$ cat src/rtl/if_stage_fetch_if.sv
// Instruction-memory bus and IF/ID payload between the fetch stage and its consumers.
// master: the fetch stage. slave: instruction memory and the ID stage.
interface if_stage_fetch_if;
  logic [31:0] imem_addr_o;
  logic [31:0] imem_inst_i;
  logic [31:0] if_id_pc_o;
  logic [31:0] if_id_inst_o;
  logic        if_id_valid_o;

  modport master (
    output imem_addr_o,
    input  imem_inst_i,
    output if_id_pc_o,
    output if_id_inst_o,
    output if_id_valid_o
  );

  modport slave (
    input  imem_addr_o,
    output imem_inst_i,
    input  if_id_pc_o,
    input  if_id_inst_o,
    input  if_id_valid_o
  );
endinterface

$ cat src/rtl/if_stage_fetch.sv
// RV32 instruction-fetch stage with PC register and IF/ID pipeline register.
// Optional macro FETCH_PERF_CNT_EN adds saturating fetch/flush/stall event counters.
module if_stage_fetch #(
  parameter logic [31:0] RESET_PC = 32'h0000_0000,
  parameter logic [31:0] NOP_INST = 32'h0000_0013
) (
  input  logic        clk_i,
  input  logic        rst_i,
  input  logic        start_i,
  input  logic        stall_i,
  input  logic        flush_i,
  input  logic        pc_sel_i,
  input  logic [31:0] branch_target_i,
  output logic [31:0] pc_o,
  if_stage_fetch_if.master bus
`ifdef FETCH_PERF_CNT_EN
  ,
  output logic [31:0] fetch_cnt_o,
  output logic [31:0] flush_cnt_o,
  output logic [31:0] stall_cnt_o
`endif
);

  localparam int unsigned XLEN = 32;

  typedef enum logic {IDLE = 1'b0, RUN = 1'b1} state_e;

  typedef struct packed {
    logic [XLEN-1:0] pc;
    logic [XLEN-1:0] inst;
    logic            valid;
  } if_id_t;

  state_e          state_q, state_d;
  logic [XLEN-1:0] pc_q, pc_d;
  if_id_t          if_id_q, if_id_d;
  logic            run_c;
  logic            redirect_c;
  logic            stall_hold_c;
  logic            load_valid_c;

  // Next state and register updates; the action follows the state being entered so
  // the first edge with start_i high already fetches.
  always_comb begin
    state_d      = state_q;
    pc_d         = pc_q;
    if_id_d      = if_id_q;
    redirect_c   = 1'b0;
    stall_hold_c = 1'b0;
    load_valid_c = 1'b0;

    case (state_q)
      IDLE:    if (start_i)  state_d = RUN;
      RUN:     if (!start_i) state_d = IDLE;
      default: state_d = IDLE;
    endcase

    run_c = (state_d == RUN);

    if (run_c) begin
      if (pc_sel_i || flush_i) begin
        redirect_c = 1'b1;
        pc_d       = pc_sel_i ? {branch_target_i[XLEN-1:2], 2'b00} : pc_q + XLEN'(4);
        if_id_d.pc = pc_q;
        if (flush_i) begin
          if_id_d.inst  = NOP_INST;
          if_id_d.valid = 1'b0;
        end else begin
          if_id_d.inst  = bus.imem_inst_i;
          if_id_d.valid = 1'b1;
          load_valid_c  = 1'b1;
        end
      end else if (stall_i) begin
        stall_hold_c = 1'b1;
      end else begin
        pc_d          = pc_q + XLEN'(4);
        if_id_d.pc    = pc_q;
        if_id_d.inst  = bus.imem_inst_i;
        if_id_d.valid = 1'b1;
        load_valid_c  = 1'b1;
      end
    end else begin
      if_id_d.pc    = pc_q;
      if_id_d.inst  = NOP_INST;
      if_id_d.valid = 1'b0;
    end
  end

  always_ff @(posedge clk_i) begin
    if (!rst_i) begin
      state_q       <= IDLE;
      pc_q          <= RESET_PC;
      if_id_q.pc    <= '0;
      if_id_q.inst  <= NOP_INST;
      if_id_q.valid <= 1'b0;
    end else begin
      state_q <= state_d;
      pc_q    <= pc_d;
      if_id_q <= if_id_d;
    end
  end

  assign pc_o              = pc_q;
  assign bus.imem_addr_o   = pc_q;
  assign bus.if_id_pc_o    = if_id_q.pc;
  assign bus.if_id_inst_o  = if_id_q.inst;
  assign bus.if_id_valid_o = if_id_q.valid;

`ifdef FETCH_PERF_CNT_EN
  logic [31:0] fetch_cnt_q, flush_cnt_q, stall_cnt_q;
  logic        flush_ev_c;

  assign flush_ev_c = run_c && flush_i;

  // Event counters stick at all-ones instead of wrapping.
  always_ff @(posedge clk_i) begin
    if (!rst_i) begin
      fetch_cnt_q <= '0;
      flush_cnt_q <= '0;
      stall_cnt_q <= '0;
    end else begin
      if (load_valid_c && (fetch_cnt_q != '1)) fetch_cnt_q <= fetch_cnt_q + 32'd1;
      if (flush_ev_c   && (flush_cnt_q != '1)) flush_cnt_q <= flush_cnt_q + 32'd1;
      if (stall_hold_c && (stall_cnt_q != '1)) stall_cnt_q <= stall_cnt_q + 32'd1;
    end
  end

  assign fetch_cnt_o = fetch_cnt_q;
  assign flush_cnt_o = flush_cnt_q;
  assign stall_cnt_o = stall_cnt_q;
`else
  logic unused_c;
  assign unused_c = redirect_c ^ stall_hold_c ^ load_valid_c;
`endif

endmodule

$ cat src/flat_wrapper.sv
// flat-port wrapper written by rule: the top's interface ports become plain ports
module if_stage_fetch_flat 
#(
  parameter logic [31:0] RESET_PC = 32'h0000_0000,
  parameter logic [31:0] NOP_INST = 32'h0000_0013
)
  (clk_i, rst_i, start_i, stall_i, flush_i, pc_sel_i, branch_target_i, pc_o, bus_imem_addr_o, bus_imem_inst_i, bus_if_id_pc_o, bus_if_id_inst_o, bus_if_id_valid_o);
  if_stage_fetch_if bus_i ();
  input  logic clk_i;
  input  logic rst_i;
  input  logic start_i;
  input  logic stall_i;
  input  logic flush_i;
  input  logic pc_sel_i;
  input  logic [31:0] branch_target_i;
  output logic [31:0] pc_o;
  output wire logic [$bits(bus_i.imem_addr_o)-1:0] bus_imem_addr_o;
  input wire logic [$bits(bus_i.imem_inst_i)-1:0] bus_imem_inst_i;
  output wire logic [$bits(bus_i.if_id_pc_o)-1:0] bus_if_id_pc_o;
  output wire logic [$bits(bus_i.if_id_inst_o)-1:0] bus_if_id_inst_o;
  output wire logic [$bits(bus_i.if_id_valid_o)-1:0] bus_if_id_valid_o;
  assign bus_imem_addr_o = bus_i.imem_addr_o;
  assign bus_i.imem_inst_i = bus_imem_inst_i;
  assign bus_if_id_pc_o = bus_i.if_id_pc_o;
  assign bus_if_id_inst_o = bus_i.if_id_inst_o;
  assign bus_if_id_valid_o = bus_i.if_id_valid_o;
  if_stage_fetch #(.RESET_PC(RESET_PC), .NOP_INST(NOP_INST)) u_core (.clk_i(clk_i), .rst_i(rst_i), .start_i(start_i), .stall_i(stall_i), .flush_i(flush_i), .pc_sel_i(pc_sel_i), .branch_target_i(branch_target_i), .pc_o(pc_o), .bus(bus_i));
endmodule
$ cat config.mk
export PLATFORM = sky130hd
export DESIGN_NAME = if_stage_fetch_flat
export DESIGN_NICKNAME = d
export VERILOG_FILES = /design/src/rtl/if_stage_fetch_if.sv /design/src/rtl/if_stage_fetch.sv /design/src/flat_wrapper.sv
export SDC_FILE = /design/constraint.sdc
export NUM_CORES = 1
export LEC_CHECK = 0
export BUFFER_PORTS_ARGS = -buffer_cell sky130_fd_sc_hd__buf_2
export CAP_MARGIN = 20
export CORE_MARGIN = 3
export CORE_UTILIZATION = 48
export CTS_CLUSTER_SIZE = 14
export DETAILED_ROUTE_END_ITERATION = 6
export GPL_ROUTABILITY_DRIVEN = 1
export PLACE_DENSITY = 0.81
export SLEW_MARGIN = 10
export SYNTH_ARGS = -nofsm -noshare
export SYNTH_HDL_FRONTEND = slang
export SYNTH_SLANG_ARGS = --single-unit
$ cat constraint.sdc
create_clock -name clk_i -period 2.93 [get_ports clk_i]
set_clock_uncertainty 0.1 [all_clocks]
set_input_delay 0.586 -clock clk_i [delete_from_list [all_inputs] [get_ports clk_i]]
set_output_delay 0.586 -clock clk_i [all_outputs]
set_load 0.01 [all_outputs]
== After elaboration in Yosys (flattened, before gate mapping) ==
Cells that the tools add are included.
Storage, ports and cells
  input port bits: 70
  register bits after elaboration: 97
  output and inout port bits: 129
  word-level logic and storage cells: 18
Operators by class
  multiplexer cells: 8
  $add $sub $neg: 1
  equal/unequal tests: 2
  reductions and logical operators: 3
Operator list (number)
  65-bit 2-to-1 mux: 3
  32-bit 2-to-1 mux: 3
  33-bit 2-to-1 mux: 1
  32-bit by 3-bit adder with 32-bit output, second input constant: 1
  2-bit AND reduction: 2
  3-bit != test, second input constant: 1
  2-bit by 1-bit != test with 1-bit output, second input constant: 1
  1-bit logical OR: 1
  1-bit 2-to-1 mux: 1

== Logic depth before layout (Yosys ltp) ==
  word-level depth: 3
  gate-level depth with buffers: 8
  depth with buffers taken out: 6

== Worst setup path after synthesis ==
No wires, ideal clock.
  kind: register to register
  start: register u_core.pc_q[2], in the netlist u_core.bus.imem_addr_o[2]
  end: register u_core.pc_q[28], in the netlist u_core.bus.imem_addr_o[28]
  data required time: 2.756 ns
  setup time: 0.074 ns
  stages on the path, launching flop included: 7
  arrival: 1.947 ns
  period minus slack after synthesis: 2.121 ns
  path buffers: 0
  slack: 0.809 ns
  cell sequence: dfxtp_1 > ha_1 > nand4_1 > nor4_2 > nand4_1 > or4_1 > a31oi_1
On the way
  word-level cells in the longest chain between the ends: 3
  elaborated cells on any way between the ends: 4
  classes of those cells: add/sub (1); mux (3)
Ends and longest elaborated chain
  start, declared: line if_stage_fetch.sv:35  | logic [XLEN-1:0] pc_q, pc_d;
  start signal, assigned: line if_stage_fetch.sv:98  | pc_q <= pc_d;
  32-bit by 3-bit adder with 32-bit output (*): line if_stage_fetch.sv:63, if_stage_fetch.sv:76
  32-bit 2-to-1 mux, on equally long branches: line if_stage_fetch.sv:73, if_stage_fetch.sv:63
  32-bit 2-to-1 mux (*): line if_stage_fetch.sv:61  | if (pc_sel_i || flush_i) begin
Every way passes the cells marked *; elsewhere a longest branch is shown, timed or not. The select of a mux whose other input is x is not followed.
A chain may end at the register's enable or synchronous reset.

== Final worst setup path ==
  start: register u_core.pc_q[2], in the netlist u_core.bus.imem_addr_o[2]
  end: register u_core.pc_q[24], in the netlist u_core.bus.imem_addr_o[24]
Same word-level chain as after synthesis.

==> impl_metrics.xml <==
<?xml version="1.0" encoding="UTF-8"?>
<metrics>
  <group name="outcome">
    <metric name="status" unit="">finished, final reports clean</metric>
  </group>
  <group name="cts">
    <metric name="ctsHtreeMaxLevel" unit="">3</metric>
    <metric name="insertion_delay_to_the_later_sink_of_the_worst_skew_pair" unit="ps">350</metric>
    <metric name="clk_pin_slew" unit="ps">90</metric>
    <metric name="cts.sinks" unit="">93</metric>
    <metric name="cts_max_path_buffers" unit="">2</metric>
    <metric name="post-cts-setup-buffer-count" unit="">0</metric>
    <metric name="tritoncts_clock_tree" unit="">built</metric>
    <metric name="cts_made_buffers" unit="">9</metric>
    <metric name="cts_hold_repair.buffers" unit="">0</metric>
    <metric name="ctsRootBufferMaster" unit="">sky130_fd_sc_hd__clkbuf_8</metric>
    <metric name="resize_count_post_cts" unit="">0</metric>
  </group>
  <group name="worst_setup_path">
    <metric name="worst_setup_path_startpoint" unit="">u_core.bus.imem_addr_o[2]</metric>
    <metric name="worstReg2RegStart" unit="">u_core.bus.imem_addr_o[2]</metric>
    <metric name="setup.worst_path.end_class" unit="">flip-flop</metric>
    <metric name="crit_path_start_kind" unit="">flip-flop</metric>
    <metric name="critical_path_buf_inv_count" unit="">0</metric>
    <metric name="worst_path_dominant_cell_family" unit="">simple AND/OR/NAND/NOR gates</metric>
    <metric name="critical_path.slowest_cell" unit="">sky130_fd_sc_hd__dfxtp_1</metric>
    <metric name="cp_max_fo" unit="">10</metric>
    <metric name="timing.critical_path.cells" unit="">ha_1, and4_1, nand2_1, nor4b_1, mux2_2, a31oi_1</metric>
    <metric name="critPathMaxStageDelay" unit="ps">500</metric>
    <metric name="worstPathRequired" unit="ps">3110</metric>
    <metric name="path_class" unit="">reg2reg</metric>
    <metric name="critical_path_at" unit="ps">2660</metric>
  </group>
  <group name="sta">
    <metric name="fin_setup_tns" unit="ps">0</metric>
    <metric name="slew_violations" unit="">0</metric>
    <metric name="timing.final.crit_share" unit="%">84.5</metric>
    <metric name="timing.final.crit_period" unit="ps">2480</metric>
    <metric name="normalized_max_slew_margin" unit="%">59.8</metric>
    <metric name="endpoints_failing_setup" unit="">0</metric>
    <metric name="max_clock_freq" unit="MHz">404</metric>
    <metric name="report.final.hold_viol_count" unit="">0</metric>
    <metric name="rsz_0062_raised_after_global_routing" unit="">no</metric>
    <metric name="slew_at_the_pin_with_the_worst_max_slew_slack" unit="ps">603</metric>
  </group>
  <group name="floorplanning">
    <metric name="chipWidth" unit="um">103</metric>
    <metric name="core_area" unit="mm^2">0.00893</metric>
    <metric name="initial_core_util" unit="%">50.5</metric>
    <metric name="dieArea" unit="mm^2">0.0106</metric>
    <metric name="placementRows" unit="">34</metric>
    <metric name="io_pins" unit="">199</metric>
    <metric name="dieHeight" unit="um">103</metric>
  </group>
  <group name="place">
    <metric name="port-buffer-count" unit="">190</metric>
    <metric name="place_hpwl" unit="um">9700</metric>
    <metric name="gp_routability_congestion" unit="">0.924</metric>
  </group>
  <group name="detailed_routing">
    <metric name="drtIter0Drc" unit="">176</metric>
    <metric name="drt_first_pass_iters" unit="">5</metric>
    <metric name="vias_per_cell" unit="">5.56</metric>
    <metric name="ant_nets" unit="">0</metric>
    <metric name="detail_route.wl_per_cell" unit="um">15.7</metric>
    <metric name="vias" unit="">4746</metric>
    <metric name="wirelength" unit="um">13400</metric>
    <metric name="drc" unit="">0</metric>
  </group>
  <group name="cells_and_area">
    <metric name="antenna_cells" unit="">0</metric>
    <metric name="final_core_util" unit="%">61.5</metric>
    <metric name="fill_cells" unit="">800</metric>
    <metric name="final_layout_size_suffix_gt1_share" unit="%">31.4</metric>
    <metric name="final_common_cell" unit="">sky130_fd_sc_hd__buf_2</metric>
    <metric name="final_layout_net_count" unit="">812</metric>
    <metric name="final_cell_mix" unit="">sky130_fd_sc_hd__buf_2 (190), sky130_fd_sc_hd__nand2_1 (161), sky130_fd_sc_hd__dfxtp_1 (93)</metric>
    <metric name="signed_area_change_from_the_synthesized_netlist_to_the_final_layout" unit="%">21.8</metric>
  </group>
  <group name="synthesis">
    <metric name="postSynth.asyncResetShare" unit="%">0</metric>
    <metric name="synth_edf_count" unit="">0</metric>
    <metric name="yosys_warnings" unit="">0</metric>
    <metric name="netlist-cell-type-count" unit="">50</metric>
    <metric name="synthesis.area_per_instance" unit="um^2">7.53</metric>
    <metric name="synth_cells" unit="">600</metric>
    <metric name="seq_total_area_yosys" unit="%">41.2</metric>
    <metric name="count_of_state_elements_after_synthesis" unit="">93</metric>
    <metric name="synth_top_flop_cell" unit="">sky130_fd_sc_hd__dfxtp_1</metric>
    <metric name="post_synth_instance_area" unit="mm^2">0.00452</metric>
  </group>
  <group name="grt">
    <metric name="initial_antenna_violation_count" unit="">1</metric>
    <metric name="grt_remaining_overflow" unit="">0</metric>
    <metric name="grt_pass1_wl" unit="um">20800</metric>
    <metric name="grt_usage" unit="%">24.6</metric>
    <metric name="grt_pass1_vias" unit="">4367</metric>
    <metric name="maximum_number_of_pins_on_one_net_before_global_route_repair" unit="">49</metric>
  </group>
  <group name="power_and_ir_drop">
    <metric name="internal-power" unit="W">0.00187</metric>
    <metric name="leakage" unit="nW">2.50</metric>
    <metric name="pwr_density_cell" unit="mW/mm^2">478</metric>
    <metric name="power_switching_share" unit="%">28.8</metric>
    <metric name="sw_power" unit="W">0.000756</metric>
    <metric name="vdd_drop_max" unit="V">0.000288</metric>
    <metric name="p_seq_share" unit="%">52.6</metric>
    <metric name="p_comb_share" unit="%">14.3</metric>
    <metric name="power.share.clock" unit="%">33.1</metric>
  </group>
  <group name="min_path">
    <metric name="worst_hold_path_type" unit="">in2reg</metric>
    <metric name="min-delay-start" unit="">bus_imem_inst_i[4]</metric>
  </group>
  <group name="flow_run">
    <metric name="max_cap_viol_count" unit="">0</metric>
  </group>
</metrics>
[sequential cells by signal (all words and copies together) (netlist names)]
name,count
u_core.bus.if_id_inst_o,32
u_core.bus.imem_addr_o,30
u_core.bus.if_id_pc_o,30
u_core.bus.if_id_valid_o,1
[routing by layer]
| metal | share of wire, % | wire length, um | GRT usage (%) | up-vias |
|---|---|---|---|---|
| met4 | 2.5 | 335 | 9.66 | 2 |
| met3 | 8.8 | 1170 | 6.50 | 35 |
| met1 | 42 | 5590 | 32.0 | 2184 |
| met5 | 0.075 | 10 | 0 | - |
| li1 | - | - | - | 2298 |
| met2 | 47 | 6260 | 39.1 | 227 |
[synth_stat cells, drive strengths merged, types with 6 or more instances]
library cell,instances,area share (%)
a31oi,15,2.1
o21ai,14,1.6
nand3,22,2.5
and3,7,0.97
dfxtp,93,41
mux2i,6,1.3
nand2b,7,0.97
or3,6,0.83
inv,6,0.50
clkbuf,33,2.8
buf,46,7.1
nor3,7,0.78
a21oi,82,9.1
nand2,161,13
nor2,24,2.0
nand4,10,1.7
[power by group through the flow]
| stage | registers, W | clock network, W | logic [W] |
|---|---|---|---|
| floorplan | 0.00142 | 0 | 0.000229 |
| global placement | 0.00140 | 0 | 0.000365 |
| detailed placement | 0.00141 | 0 | 0.000375 |
| CTS | 0.00138 | 0.000884 | 0.000377 |
| global route | 0.00139 | 0.000936 | 0.000418 |
| finish | 0.00138 | 0.000869 | 0.000376 |
[worst reg2reg max path, delay by kind of cell (launching register included)]
family / cells / cell delay [ps]
AND/OR/NAND/NOR: 3 / 960
adder cells (fa/ha/maj): 1 / 330
multiplexers: 1 / 390
AO/OA/AOI/OAI: 1 / 120
flip-flops: 1 / 500
[layout make-up]
class                   instances  area, um^2  share of cell area, %
clock buffers                   9         124                   2.25
clock inverters                 7        75.1                   1.37
inverters                       7        26.3                  0.478
multi-input cells             426        2210                   40.1
flip-flops and latches         93        1860                   33.9
well taps                     108         135                   2.46
repair buffers                204        1070                   19.4
[metrics by stage]
stage / total power, W / hold WS, ps / setup WS, ps / instance area [um^2] / cells
final: 0.00263 / 344 / 454 / 5500 / 854
after global routing: 0.00275 / 341 / 240 / 5500 / 854
after CTS: 0.00264 / 324 / 471 / 5500 / 854
after detailed placement: 0.00178 / 341 / 523 / 5300 / 838
after global placement: 0.00177 / 335 / 665 / 5300 / 838
after floorplan: 0.00165 / 376 / 809 / 4530 / 605
[kinds of logic (layout without fill, tap and decap cells)]
kind of cell | count (synthesis) | count (layout) | share of synthesized area, %
fa+ha+maj | 1 | 1 | 0.277
buf+inv | 86 | 227 | 10.4
mux | 10 | 10 | 2.33
compound gates | 139 | 139 | 17.8
other cells | 1 | 6 | 0.0830
simple gates | 270 | 270 | 27.8
flops | 93 | 93 | 41.2
[path summary, 6_finish.rpt]
kind,cells after the start,to,slack [ps]
setup / recovery,6,u_core.bus.imem_addr_o[24],450
hold / removal,3,u_core.bus.if_id_inst_o[4],340
setup reg to reg,6,u_core.bus.imem_addr_o[24],450
hold reg to reg,2,u_core.bus.if_id_pc_o[21],350
Note: power is estimated with default switching activity, not from simulation.
